===== src/rtl/unpacker.sv =====
// Width-down converter: splits one packed word into packed_num_p chunks and
// emits them one per cycle, least-significant chunk first.
module unpacker #(
  parameter int unpacked_width_p = 2,
  parameter int packed_num_p     = 4,
  localparam int packed_width_p  = unpacked_width_p * packed_num_p
) (
  input  logic                        clk_i,
  input  logic                        reset_ni,
  input  logic [packed_width_p-1:0]   packed_i,
  input  logic                        valid_i,
  output logic                        ready_o,
  output logic [unpacked_width_p-1:0] unpacked_o,
  output logic                        last_o,
  output logic                        valid_o,
  input  logic                        ready_i
);

  localparam int count_width_lp = $clog2(packed_num_p);
  localparam logic [count_width_lp-1:0] last_idx_lp = count_width_lp'(packed_num_p - 1);

  typedef enum logic {EMPTY = 1'b0, FULL = 1'b1} state_e;

  state_e                    state_q, state_d;
  logic [packed_width_p-1:0] data_q, data_d;
  logic [count_width_lp-1:0] count_q, count_d;
  logic                      in_fire, out_fire;

  assign valid_o    = (state_q == FULL);
  assign unpacked_o = data_q[unpacked_width_p-1:0];
  assign last_o     = valid_o & (count_q == last_idx_lp);
  // A new word may load in the cycle the final chunk leaves, so words stream without a bubble.
  assign ready_o    = ~valid_o | (last_o & ready_i);
  assign in_fire    = valid_i & ready_o;
  assign out_fire   = valid_o & ready_i;

  always_comb begin
    state_d = state_q;
    data_d  = data_q;
    count_d = count_q;
    case (state_q)
      EMPTY: begin
        if (in_fire) begin
          state_d = FULL;
          data_d  = packed_i;
          count_d = '0;
        end
      end
      FULL: begin
        if (out_fire) begin
          if (!last_o) begin
            data_d  = data_q >> unpacked_width_p;
            count_d = count_q + count_width_lp'(1);
          end else if (in_fire) begin
            data_d  = packed_i;
            count_d = '0;
          end else begin
            state_d = EMPTY;
            data_d  = '0;
            count_d = '0;
          end
        end
      end
      default: state_d = EMPTY;
    endcase
  end

  always_ff @(posedge clk_i or negedge reset_ni) begin
    if (!reset_ni) begin
      state_q <= EMPTY;
      data_q  <= '0;
      count_q <= '0;
    end else begin
      state_q <= state_d;
      data_q  <= data_d;
      count_q <= count_d;
    end
  end

endmodule


===== config.mk =====
export PLATFORM = sky130hd
export DESIGN_NAME = unpacker
export DESIGN_NICKNAME = d
export VERILOG_FILES = /design/src/rtl/unpacker.sv
export SDC_FILE = /design/constraint.sdc
export NUM_CORES = 1
export LEC_CHECK = 0
export CAP_MARGIN = 20
export CORE_MARGIN = 2
export CORE_UTILIZATION = 30
export CTS_CLUSTER_DIAMETER = 40
export DETAILED_ROUTE_END_ITERATION = 12
export PLACE_DENSITY_LB_ADDON = 0.2
export SLEW_MARGIN = 10
export SYNTH_ARGS = -nofsm -noshare
export SYNTH_HDL_FRONTEND = slang
export SYNTH_SLANG_ARGS = --single-unit

===== constraint.sdc =====
create_clock -name clk_i -period 1.79 [get_ports clk_i]
set_clock_uncertainty 0.1 [all_clocks]
set_input_delay 0.2685 -clock clk_i [delete_from_list [all_inputs] [get_ports clk_i]]
set_output_delay 0.2685 -clock clk_i [all_outputs]
set_load 0.02 [all_outputs]

==> impl_metrics.ini <==
[status]
status = finished, final reports clean

[routing]
routed_via_density = 4.733
drtIter0Drc = 1
wl_um = 1088
routedWlPerCell_um = 12.09
maxUsedRoutingLayer = met4
wl_met3_um = 73
drc = 0
vias = 426
met1_length_um = 540
drtPass1Iterations = 3
wl_met2_um = 467
antenna_left = 0

[timing]
setup_viol = 0
fin_crit_sh_pct = 95.34
slew_headroom_pct = 54.79
tightest_slew_ns = 0.6593
min_period_ns = 1.707
rsz0062_at_grt = no
max_freq_ghz = 0.5860
final_max_slew_viol_count = 0
hold_viol_final = 0

[synth]
synth_cells = 44
avgSynthCellArea_sq_um = 12.57
netlist.area_leader.share_pct = 49.77
synthTopCellsByCount = 11 x dfrtp_1, 6 x a221o_1, 6 x and3_1
syn_nets = 57
synth_warnings = 0
syn-cell-area_sq_um = 553.0
ys_seq_area_share_pct = 49.77
synth.most_common_cell = dfrtp_1
synth_area_leader_cell = dfrtp_1
synth.distinct_cells = 16
yosys-top-cells-area = dfrtp_1 50%, a221o_1 11%, and3_1 6.8%
ys_ff_latch = 11
synthArstFlopShare_pct = 100.0
synth-edff-count = 0
ys.flop_type = dfrtp_1

[cells_and_area]
fin_util_pct = 44.57
final-instance-count-excl-fill = 90
final_net_count = 79
fillers = 183
area_growth_pct = 39.14
diodes = 0
drive_gt1_share_pct = 24.62
fin_area_sq_um = 769.5

[cts]
clock_sinks = 11
cts_tree = yes
root_buffer = clkbuf_4
cts_made_buffers = 3
hold_buffers = 0
clk_pin_slew_ns = 0.07
cts_setup_buffers = 0
cts_buffer_depth = 2
clk_latency_ns = 0.26
cts_resized = 3
h-tree-depth = 1

[min_path]
hold_path_class = input pin to async pin

[place]
gp_congestion = 0.7296
dpl_cell_area_sq_um = 744.5
dp_cells = 86
portBuffers = 16

[critical_path]
path_max_fanout = 3
startpoint_type = register
rrSetupSlack_ns = 0.22
cp_slowest_cell = dfrtp_1
crit_chain = ha_1, and2_1, clkdlybuf4s15_1
critPathCaptureType = output pin
cpPeakStageDelay_ns = 0.40
critical_path_class = register to output pin
critPathRequiredTime_ns = 1.42
cp.arrival_ns = 1.34

[floorplan]
io_pins = 17
fp.dieArea_sq_um = 2203
die_h_um = 46.94
dieWidth_um = 46.94
start_util_pct = 32.03
core_area_sq_um = 1727
rows = 15

[pwr]
vdd_drop_max_mv = 0.5653
power-per-cell-area_nw_per_um2 = 1392
leakagePower_uw = 0.0003771
p_total_uw = 1071

[global_routing]
grt_pass1_vias = 435
grt.total_usage_pct = 12.03
grt_pass1_wl_um = 1842
antenna_found_initial = 0
grt-ovfl-total = 0
grt_max_degree = 12

[job]
cap_violations = 0
[flip-flops by register name (all words and copies together), names as in the netlist]
register	cells
count_q	2
data_q	8
valid_o	1
[metal layers]
metal | GRT usage [%] | vias to the layer above
met2 | 16.99 | 12
met3 | 2.692 | 2
met4 | 6.667 | 0
met5 | 0 | -
met1 | 16.86 | 203
li1 | - | 209
[critical path: cells and delay by family (launching register included)]
kind	cells	cell delay [ns]
fa+ha+maj	1	0.23
buf+inv	1	0.28
flops	1	0.40
simple gates	1	0.17
[cells by family (layout without fill, tap and decap cells)]
logic type	Yosys count	in the layout	synth area share [%]
DFF	11	11	49.77
adders and majority gates	1	1	2.262
muxes	4	4	8.596
AOI/OAI and AO/OA	11	11	19.23
and+or+nand+nor	12	12	12.67
buffers and inverters	5	26	7.464
[cell type report]
| cell class | count | area (sq um) | area share, % |
|---|---|---|---|
| well taps | 25 | 31.28 | 4.065 |
| flip-flops and latches | 11 | 275.3 | 35.77 |
| multi-input cells | 28 | 239.0 | 31.06 |
| clock buffers | 3 | 22.52 | 2.927 |
| repair buffers | 21 | 192.7 | 25.04 |
| inverters | 1 | 3.754 | 0.4878 |
| clock inverters | 1 | 5.005 | 0.6504 |
[metrics by stage]
step | setup slack [ns] | TNS, ns | hold slack, ns
floorplan | 0.2569 | 0 | -0.1271
global placement | -0.04295 | -0.2971 | 0.3801
detailed placement | -0.04570 | -0.3051 | 0.3794
CTS | 0.007106 | 0 | 0.2489
global route | 0.01896 | 0 | 0.2748
finish | 0.08343 | 0 | 0.2396
[placed cells by master (no fill, tap or decap), drive strengths merged]
| master | count |
|---|---|
| a21boi | 1 |
| a221o | 6 |
| a22o | 4 |
| and2 | 1 |
| and3 | 6 |
| buf | 5 |
| clkbuf | 4 |
| clkdlybuf4s15 | 1 |
| clkdlybuf4s50 | 14 |
| clkinv | 1 |
| dfrtp | 11 |
| ha | 1 |
| inv | 1 |
| mux2 | 3 |
| mux2i | 1 |
| nor2 | 2 |
| nor2b | 2 |
| or2 | 1 |
[path summary, 6_finish.rpt]
check	to	cells past startpoint	from
setup / recovery	last_o	3	count_q[1]
hold / removal	data_q[5]	1	reset_ni
setup reg to reg	data_q[0]	5	count_q[1]
hold reg to reg	data_q[6]	1	data_q[6]
max in group asynchronous	count_q[0]	1	reset_ni
min in group clk_i	data_q[6]	1	data_q[6]
[report_power, final]
group	internal, uW	switching, uW
Clock	82.5	84.3
Combinational	285	216
Sequential	348	55.9
Total	715	356
No activity file was read; power rests on OpenSTA's default activity.
